File: src/rtl/apb_master.sv
// apb_master: APB4 requester; runs one SETUP/ACCESS transfer per accepted command.
// Define APB_MASTER_TIMEOUT_EN to abort ACCESS phases that stall for TIMEOUT_CYCLES.
module apb_master #(
  parameter int REGWIDTH       = 32,
  parameter int G_ADDR_WIDTH   = 7,
  parameter int TIMEOUT_CYCLES = 16
) (
  input  logic                    clk,
  input  logic                    rst,
  input  logic                    cmd_valid,
  output logic                    cmd_ready,
  input  logic                    cmd_write,
  input  logic [G_ADDR_WIDTH-1:0] cmd_addr,
  input  logic [REGWIDTH-1:0]     cmd_wdata,
  input  logic [REGWIDTH/8-1:0]   cmd_strb,
  input  logic [2:0]              cmd_prot,
  output logic                    rsp_valid,
  input  logic                    rsp_ready,
  output logic [REGWIDTH-1:0]     rsp_rdata,
  output logic                    rsp_err,
  output logic                    m_apb_psel,
  output logic                    m_apb_penable,
  output logic                    m_apb_pwrite,
  output logic [2:0]              m_apb_pprot,
  output logic [G_ADDR_WIDTH-1:0] m_apb_paddr,
  output logic [REGWIDTH-1:0]     m_apb_pwdata,
  output logic [REGWIDTH/8-1:0]   m_apb_pstrb,
  input  logic                    m_apb_pready,
  input  logic [REGWIDTH-1:0]     m_apb_prdata,
  input  logic                    m_apb_pslverr
);

  localparam int STRBW = REGWIDTH / 8;

  if (REGWIDTH % 8 != 0 || TIMEOUT_CYCLES < 1) begin : g_bad_params
    $error("apb_master: REGWIDTH must be a multiple of 8 and TIMEOUT_CYCLES >= 1");
  end

  typedef enum logic [1:0] {IDLE, SETUP, ACCESS, RESP} state_t;

  state_t                  state, state_next;
  logic                    write_q;
  logic [2:0]              prot_q;
  logic [G_ADDR_WIDTH-1:0] addr_q;
  logic [REGWIDTH-1:0]     wdata_q;
  logic [STRBW-1:0]        strb_q;
  logic [REGWIDTH-1:0]     rdata_q;
  logic                    err_q;
  logic                    accept;
  logic                    done;
  logic                    timeout;

  assign accept = (state == IDLE) && cmd_valid;
  assign done   = (state == ACCESS) && m_apb_pready;

`ifdef APB_MASTER_TIMEOUT_EN
  localparam logic [7:0] LAST_WAIT = 8'(TIMEOUT_CYCLES - 1);
  logic [7:0] wait_cnt;

  // Cleared during SETUP so the first ACCESS cycle sees zero; pready in the limit cycle still wins.
  always_ff @(posedge clk or negedge rst) begin
    if (!rst)
      wait_cnt <= '0;
    else if (state == SETUP)
      wait_cnt <= '0;
    else if (state == ACCESS && !m_apb_pready)
      wait_cnt <= wait_cnt + 8'd1;
  end

  assign timeout = (state == ACCESS) && !m_apb_pready && (wait_cnt == LAST_WAIT);
`else
  assign timeout = 1'b0;
`endif

  always_ff @(posedge clk or negedge rst) begin
    if (!rst)
      state <= IDLE;
    else
      state <= state_next;
  end

  // Read commands carry zero data/strobes so the bus never leaks stale write data.
  always_ff @(posedge clk or negedge rst) begin
    if (!rst) begin
      write_q <= 1'b0;
      prot_q  <= '0;
      addr_q  <= '0;
      wdata_q <= '0;
      strb_q  <= '0;
      rdata_q <= '0;
      err_q   <= 1'b0;
    end else begin
      if (accept) begin
        write_q <= cmd_write;
        prot_q  <= cmd_prot;
        addr_q  <= cmd_addr;
        wdata_q <= cmd_write ? cmd_wdata : '0;
        strb_q  <= cmd_write ? cmd_strb : '0;
      end
      if (done) begin
        err_q   <= m_apb_pslverr;
        rdata_q <= (write_q || m_apb_pslverr) ? '0 : m_apb_prdata;
      end else if (timeout) begin
        err_q   <= 1'b1;
        rdata_q <= '0;
      end
    end
  end

  always_comb begin
    state_next    = state;
    cmd_ready     = 1'b0;
    rsp_valid     = 1'b0;
    rsp_rdata     = '0;
    rsp_err       = 1'b0;
    m_apb_psel    = 1'b0;
    m_apb_penable = 1'b0;
    m_apb_pwrite  = 1'b0;
    m_apb_pprot   = '0;
    m_apb_paddr   = '0;
    m_apb_pwdata  = '0;
    m_apb_pstrb   = '0;
    case (state)
      IDLE: begin
        cmd_ready = rst;
        if (cmd_valid)
          state_next = SETUP;
      end
      SETUP, ACCESS: begin
        m_apb_psel    = 1'b1;
        m_apb_penable = (state == ACCESS);
        m_apb_pwrite  = write_q;
        m_apb_pprot   = prot_q;
        m_apb_paddr   = addr_q;
        m_apb_pwdata  = wdata_q;
        m_apb_pstrb   = strb_q;
        if (state == SETUP)
          state_next = ACCESS;
        else if (done || timeout)
          state_next = RESP;
      end
      RESP: begin
        rsp_valid = 1'b1;
        rsp_rdata = rdata_q;
        rsp_err   = err_q;
        if (rsp_ready)
          state_next = IDLE;
      end
      default: state_next = IDLE;
    endcase
  end

endmodule
File: config.mk
export PLATFORM = sky130hd
export DESIGN_NAME = apb_master
export DESIGN_NICKNAME = d
export VERILOG_FILES = /design/src/rtl/apb_master.sv
export SDC_FILE = /design/constraint.sdc
export NUM_CORES = 1
export LEC_CHECK = 0
export BUFFER_PORTS_ARGS = -buffer_cell sky130_fd_sc_hd__buf_2
export CAP_MARGIN = 10
export CORE_AREA = 2 2 89 91
export CTS_CLUSTER_SIZE = 30
export DETAILED_ROUTE_END_ITERATION = 16
export DIE_AREA = 0 0 91 93
export GPL_TIMING_DRIVEN = 0
export PLACE_DENSITY = 0.84
export SLEW_MARGIN = 0
export SYNTH_ARGS = -nofsm -noshare
export SYNTH_HDL_FRONTEND = slang
export SYNTH_SLANG_ARGS = --single-unit
File: constraint.sdc
create_clock -name clk -period 4.45 [get_ports clk]
set_clock_uncertainty 0.15 [all_clocks]
set_input_delay 0.89 -clock clk [delete_from_list [all_inputs] [get_ports clk]]
set_output_delay 0.89 -clock clk [all_outputs]
set_load 0.01 [all_outputs]
==> results, run 1 <==
- The antenna diode count is 0.
- In this run the critical register-to-register path is captured at addr_q[5].
- Setup violations remaining at the end of the flow were counted as 0.
- The number of inserted filler cells in the final layout is about 670.
- The floorplan step set the die height to 93 um.
- The unique cell type count in the Yosys netlist is 20.
- The utilization after layout is around 65%.
- TritonCTS created 9 clock buffers.
- The violation count after the first detailed-route iteration is ~120.
- In this run the cell area of the synthesized design comes to approximately 0.0037 mm2.
- The launch point of the worst hold path is wdata_q[18].
- During I/O placement, the number of pins put on the boundary was 169.
- The nature of the critical path startpoint is a register.
- In this run the worst hold path is classified as register to register.
- Of all nets on the critical path, the largest fanout is 10.
- OpenSTA, run right after detailed placement, puts the worst setup slack at between 1 and 1.5 ns.
- The total non-filler cell area in the finished layout is 0.00486 mm2.
- The number of antenna violations at the first check in global routing is 0.
- The tree is rooted in a clkbuf_8.
- The floorplan step defined a die boundary enclosing about 0.0085 mm2.
- The flop and latch count out of synthesis is between 80 and 90.
- Each instance of the synthesized netlist takes up on average between 10 and 15 um2.
- Counting every sink on the clock net gives between 80 and 90.
- The total placed instance area is between 0.004 and 0.005 mm2.
- Max-cap violations in this run came to 0.
- STA classifies the critical path endpoint as an output pin.
- Sequential cells were found to cover a little under three fifths of the synthesized design area.
- The effective utilization at floorplan is about half.
- The cell area power density is roughly 600 mW/mm2.
- The flow ran to the end, and the final reports show no timing, DRC or antenna violations.
- The multi-input combinational cells in the finished layout cover a total of roughly 0.0015 mm2.
- Across all layers, the routed design uses ~3.2k vias.
- The critical path is of the register to output pin type.
- The detailed-route wire length per cell is between 10 and 15 um.
- The setup slack after layout is between 1 and 1.5 ns.
- The pre-antenna-repair detailed-routing pass consisted of 4 iterations.
- Summed over all layers, the routed wires come to 9140 um.
- For this run the aggregate overflow at the end of global routing stands at 0.
- In the final design database the tool counted 628 nets.
- The top cell types in the final layout, fill and taps aside, are 172 x buf_2, 82 x dfrtp_1, 81 x and2_1, 74 x nand2_1, 32 x a22o_1.
- The first global-routing pass estimated 15200 um of wire.
- The placeable core region is ~0.0075 mm2.
- Setup repair after global routing left no endpoint under its margin.
- Across all register-to-register paths, the minimum setup slack is 2.43 ns.
- The quantity of hold-fixing buffers added after cts is 0.
- The HPWL after detailed placement is 6870 um.
- The final hold violation count is 0.
- The clock tree synthesis step divided the H-tree into 3 levels.
- The clock period could shrink to roughly 3.3 ns.
- The synthesized net count is ~450.
- The maximum number of pins on one net before global-route repair is 44.
- The sequential cells in the finished layout cover a total of between 0.002 and 0.0025 mm2.
- Setup total negative slack on the finished layout was measured at 0 ns.
- The overall power of the completed layout is 2.93 mW.
- In the final layout, the share of cells above drive strength 1 is 37.1%.
- Row generation in the floorplan step produced 32 rows.
- The congestion estimate from routability-driven global placement came to roughly 0.8.
- The depth of the worst register-to-register path is 6.
- The number of max-slew violations in the final report is 0.
- The longest clock path from root to sink contains 2 buffers.
- The analysis attributes to cell leakage a power of 2.67 nW.
- Relative to the synthesized area, the layout overhead comes to 31.8%.
- The number of global-route vias before repair came to ~3.3k.
- Port buffering added 167 buffers.
- The maximum clock frequency is around 0.30 GHz.
- TritonCTS built the clock tree.
- The startpoint of the most critical register-to-register path is state[0].
- The total routing resource utilization after global routing is 22.2%.
- The clock insertion delay at the later pin of the skew report is ~0.33 ns.
- Across the VDD grid, the largest voltage drop is ~0.00032 V.
- After detailed routing, the number of remaining DRC violations is 0.
- The final critical path takes up around 74% of the cycle.
- The count of nets left with antenna violations once routing finished came out at 0.
- For the worst setup path, the data required time is 3.41 ns.
- The die is between 90 and 100 um wide.
- The most frequent standard cell in the layout excluding fill and tap cells is buf_2.
- The instance count along the most critical hold path is 2.
- The slew of the pin with the lowest slew margin is approximately 0.53 ns.
- The terminating pin of the worst hold path is wdata_q[18].
- The average vias per placed instance is a little under 5.
- For the worst setup path, the data arrival time is approximately 2.3 ns.
- Synthesis produced a netlist whose cell count is about 360.
- Gates resized during post-CTS repair numbered 0.
- The worst relative slew slack is 64.6%.
- Clock-pin slew was measured on the worst setup and hold paths at 0.08 ns.
- The post-CTS setup buffer count is 0.
- Yosys printed 0 warnings.
[cell usage after synthesis, drive strengths merged]
cell / number / area (um2)
clkinv: 1 / 3.75
o21ba: 1 / 10.0
nor2b: 1 / 6.26
o21ai: 36 / 180
a22o: 32 / 280
mux2i: 1 / 10.0
dfrtp: 82 / 2050
and2: 81 / 507
inv: 2 / 7.51
nand2: 74 / 278
ha: 5 / 62.6
a221o: 1 / 10.0
buf: 10 / 45.0
nor3: 1 / 10.0
clkbuf: 17 / 63.8
mux2: 14 / 161
[report_power, final]
group	switching, mW	leakage, nW	internal (mW)
clock	0.250	0.0962	0.271
combinational	0.697	1.50	0.580
sequential	0.132	1.07	1.00
[layout make-up]
cell class                 instances  area share [%]
multi-input combinational        247            31.2
clock buffer                      12            2.99
buffer                            27            2.24
inverter                           3           0.232
timing repair buffer             168            17.7
sequential                        82            42.2
tap                              102            2.63
clock inverter                     3           0.824
[layer usage]
| layer | wire [um] | track usage [%] |
|---|---|---|
| met1 | 3810 | 27.5 |
| met2 | 4460 | 37.7 |
| met3 | 715 | 6.29 |
| met4 | 157 | 7.32 |
| met5 | 0 | 0 |
[flip-flops by register name (all words and copies together) (netlist names)]
signal and cells:
strb_q 4, state 2, err_q 1, wdata_q 32, rdata_q 32, addr_q 7, write_q 1, prot_q 3
[through the flow]
stage,hold WS [ns],std cells
2_1_floorplan,0.292,359
3_5_place_dp,0.311,629
6_report,0.325,644
3_3_place_gp,0.304,628
4_1_cts,0.329,644
5_1_grt,0.350,644
[cells by family after synthesis]
family / Yosys count / share of synthesized area, %
simple gates: 157 / 21.7
flops: 82 / 55.6
compound gates: 70 / 13.0
buf+inv: 30 / 3.26
mux: 15 / 4.65
fa+ha+maj: 5 / 1.70
[worst max-delay path: stages (launching register included)]
cell	delay (ns)
dfrtp_1	0.41
inv_1	0.10
ha_1	0.40
clkbuf_1	0.35
clkbuf_1	0.33
and2_1	0.19
buf_2	0.15
[how the worst max path moves through the flow]
| stage | slack, ns | to | from |
|---|---|---|---|
| after CTS | 1.11 | m_apb_pstrb[3] | state[0] |
| after detailed placement | 1.41 | cmd_ready | rst |
| final | 1.16 | m_apb_pstrb[3] | state[0] |
| after floorplan | 1.95 | m_apb_paddr[0] | state[0] |
| after global placement | 0.72 | cmd_ready | rst |
| after global routing | 0.94 | m_apb_pstrb[3] | state[0] |
No activity file was read; power rests on OpenSTA's default activity.
==> run 2, diff against run 1 <==
- ABC_AREA: default -> 1
- CORE_AREA: 2 2 89 91 -> 2 2 99 101
- DIE_AREA: 0 0 91 93 -> 0 0 101 103
- PLACE_DENSITY: 0.84 -> 0.76
- clock period: 4.45 -> 2.75 ns (I/O delays scaled with it)
==> run 2 against run 1 <==
- worst setup slack worse by 0.96 ns
- clock-buffer cell count shrank 2
- sequential power up 71%
- synthesized cell count grew 52%
- critical path type unchanged
- critical endpoint is now m_apb_pstrb[2]
- utilization down 9.0 points
==> results, run 2 <==
- The overall power of the completed layout came to 5.34 mW (was 2.93 mW).
- The number of instances in the synthesized netlist came to 547 (was 359).
- The unique cell type count in the Yosys netlist was 17 (was 20).
- The mean instance size in the synthesized netlist is 7.37 um2 (was 10.3 um2).
- The async set-reset flop share out of synthesis came to 100% (unchanged).
- The leakage dissipation is 3.63 nW (was 2.67 nW).
- The library cell with the highest instance count after synthesis is nand2_1 (was dfrtp_1).
- The total DRC errors in the routed layout came to 0 (unchanged).
- The summed negative setup slack over all endpoints is 0 ns (unchanged).
- The number of enable flip-flop cells after synthesis is 0 (unchanged).
- The H-tree depth is 3 (unchanged).
- The routed length on met2 was 4780 um (was 4460 um).
- The count of nets after finishing is 815 (was 628).
- The portion of the post-synthesis area used by sequential elements was 50.9% (was 55.6%).
- The highest metal layer used by the detailed router is met4 (unchanged).
- The final hold violation count is 0 (unchanged).
- The CTS tree is built (unchanged).
- The launch point of the worst path is state[1] (was state[0]).
- The shortest period the worst path allows is about 2.6 ns.
- The clock insertion delay at the later pin of the skew report is 0.35 ns (was 0.33 ns).
- The worst voltage drop across the vdd grid is 0.000499 V (was 0.000321 V).
- The total number of placement rows is 36 (was 32).
- The cell area power density was 1020 mW/mm2 (was 604 mW/mm2).
- Top cells by area, synth: dfrtp_1 51%, nand2_1 24%, inv_1 8.4% (was dfrtp_1 56%, and2_1 14%, a22o_1 7.6%).
- The synthesized net count is 637 (was 449).
- The number of synthesis warnings is 0 (unchanged).
- The endpoint class of the critical path is an output pin (unchanged).
- The violation count after the first detailed-route iteration is 116 (was 123).
- The placeable core region came to 0.00946 mm2 (was 0.00753 mm2).
- Commonest cells after routing, fill and taps aside: 259 x nand2_1, 187 x buf_2, 90 x inv_1, 81 x dfrtp_1, 35 x nand3_1 (was 172 x buf_2, 82 x dfrtp_1, 81 x and2_1, 74 x nand2_1, 32 x a22o_1).
- The horizontal die dimension was 101 um (was 91 um).
- The dominant register cell in the synthesized netlist is dfrtp_1 (unchanged).
- The post-detailed-routing wire length was 10100 um (was 9140 um).
- The most frequent standard cell in the layout excluding fill and tap cells is nand2_1 (was buf_2).
- The last weighted congestion value of the routability-driven placer is 0.787 (was 0.785).
- The antenna violation net count after detailed routing is 0 (unchanged).
- The layout overhead on the synthesized area came to 30.3% (was 31.8%).
- The post-CTS setup buffer count is 0 (unchanged).
- The clock net sink count is 82 (unchanged).
- The first-pass iteration count of the detailed router was 4 (unchanged).
- The worst relative slew slack is 65.3% (was 64.6%).
- The antenna diode count is 0 (unchanged).
- The worst hold slack across all endpoints is 0.0122 ns (was 0.325 ns).
- The HPWL after detailed placement was 7640 um (was 6870 um).
- The detailed-route wire length per cell came to 11.9 um (was 14.2 um).
- Leading cell types by count after synthesis: 259 x nand2_1, 90 x inv_1, 82 x dfrtp_1 (was 82 x dfrtp_1, 81 x and2_1, 74 x nand2_1).
- The startpoint of the most critical register-to-register path is state[0] (unchanged).
- The setup-violating endpoint count in the final report came to 0 (unchanged).
- The end point of the critical path is m_apb_pstrb[2] (was m_apb_pstrb[3]).
- The I/O pin count was 169 (unchanged).
- The clock root buffer master is clkbuf_8 (unchanged).
- The number of antenna violations at the first check in global routing is 0 (unchanged).
- The depth of the worst register-to-register path came to 7 (was 6).
- The die outline area came to 0.0104 mm2 (was 0.00846 mm2).
- The CTS clock-pin slew for the worst setup and hold paths is 0.08 ns (about the same).
- The flop and latch count out of synthesis is 82 (unchanged).
- The maximum number of buffers from clock root to sink was 2 (unchanged).
- The total non-filler cell area in the finished layout was 0.00526 mm2 (was 0.00486 mm2).
- The number of violations of the max-capacitance limit is 0 (unchanged).
- The highest net fanout along the worst path is 19 (was 10).
- The synthesized cell area is 0.00403 mm2 (was 0.00369 mm2).
- The routed metal-1 wire length is 4500 um (was 3810 um).
- The data arrival time of the critical path is 1.86 ns (was 2.25 ns).
- The worst setup timing slack at the placement stage was 0.413 ns (was 1.41 ns).
- The total placed instance area is 0.00504 mm2 (was 0.00467 mm2).
- The path class of the lowest-slack min-delay path was input port to async pin (was register to register).
- Outcome: complete, no violations (unchanged).
- The effective utilization at floorplan is 42.6% (was 49.0%).
- The average vias per placed instance is 4.64 (was 4.91).
- The proportion of layout cells with a drive suffix above 1 was 29.9% (was 37.1%).
- The number of global-route vias before repair is 3703 (was 3268).
- Registers with the most flip-flops: rdata_q x32, wdata_q x32, addr_q x7 (unchanged).
- Derived from the worst setup path, the maximum achievable clock frequency is a little under 0.4 GHz.
- The via count is 3915 (was 3165).
- The length of routed met3 wiring is 709 um (was 715 um).
- The final critical path takes up about 93% of the cycle.
- The first-pass GRT wire length was 16500 um (was 15200 um).
- The worst setup slack for register-to-register paths is 1.02 ns (was 2.43 ns).
- The reg-to-reg endpoint is state[0] (was addr_q[5]).
- The total routing resource utilization after global routing is 19.8% (was 22.2%).
- The number of buffers added by the clock tree synthesis step is 9 (unchanged).
- The required time at the worst-slack endpoint is 2.05 ns (was 3.41 ns).
- The die extent in y is 103 um (was 93 um).
- The nature of the critical path startpoint is a register (unchanged).
- The post-synthesis cell type with the largest combined area was dfrtp_1 (unchanged).
- The maximum number of pins on one net before global-route repair is 48 (was 44).
- The number of max-slew violations in the final report was 0 (unchanged).
- The proportion of netlist area held by the largest area contributor is 50.9% (was 55.6%).
- The slew of the pin with the lowest slew margin was 0.520 ns (was 0.531 ns).
- The total grt overflow came to 0 (unchanged).
- The worst setup path category is register to output pin (unchanged).
- The number of port buffers was 167 (unchanged).
- The setup slack after layout is 0.194 ns (was 1.16 ns).
- Setup repair after global routing missed its margin: no (unchanged).
## run 2: worst max-delay path: stages, from the launching register on
cell      delay [ns]
dfrtp_1         0.40
inv_1           0.09
ha_1            0.30
clkbuf_2        0.17
buf_4           0.25
nand2_1         0.09
inv_1           0.07
buf_2           0.13
## run 2: where the power goes
group	switching, mW	total (mW)	leakage [nW]	internal, mW
Sequential	0.263	1.95	1.07	1.68
Combinational	1.52	2.42	2.44	0.901
Clock	0.438	0.968	0.112	0.530
Total	2.22	5.34	3.63	3.12
## run 2: per-layer routing
layer / vias to the layer above / track usage [%]
li1: 1957 / -
met1: 1817 / 25.4
met2: 133 / 33.3
met3: 8 / 5.29
met4: 0 / 5.61
met5: - / 0
## run 2: final cells by class
cell class | instances | area [um2]
Tap cell | 114 | 143
Sequential cell | 82 | 2050
Multi-Input combinational cell | 341 | 1440
Clock buffer | 10 | 138
Buffer | 32 | 200
Inverter | 91 | 342
Fill cell | 888 | 4200
Timing Repair Buffer | 168 | 866
Clock inverter | 5 | 78.8
## run 2: repair_timing
item,CTS,global route
setup endpoints to repair,0,10
hold buffers,0,0
gates resized for setup,0,1
## run 2: worst min-delay path by stage
stage | start | to | slack (ns)
final | rst | rdata_q[12] | 0.01
after global routing | rst | rdata_q[20] | 0.03
after CTS | rst | rdata_q[18] | 0.01
after detailed placement | rdata_q[9] | rdata_q[9] | 0.32
after global placement | rdata_q[17] | rdata_q[17] | 0.31
after floorplan | rst | addr_q[0] | 0.10
## run 2: cells by family (layout without fill, tap and decap cells)
kind of cell,Yosys count,count (layout),synth area share [%]
adders and majority gates,5,5,1.55
buffers and inverters,124,306,13.6
and+or+nand+nor,297,297,29.2
AOI/OAI and AO/OA,39,39,4.84
DFF,82,82,50.9
## run 2: metrics by stage
stage	utilization (%)	cells
final	55.6	843
after global routing	55.6	843
after floorplan	-	547
after detailed placement	53.3	829
after global placement	53.0	828
after CTS	55.6	844
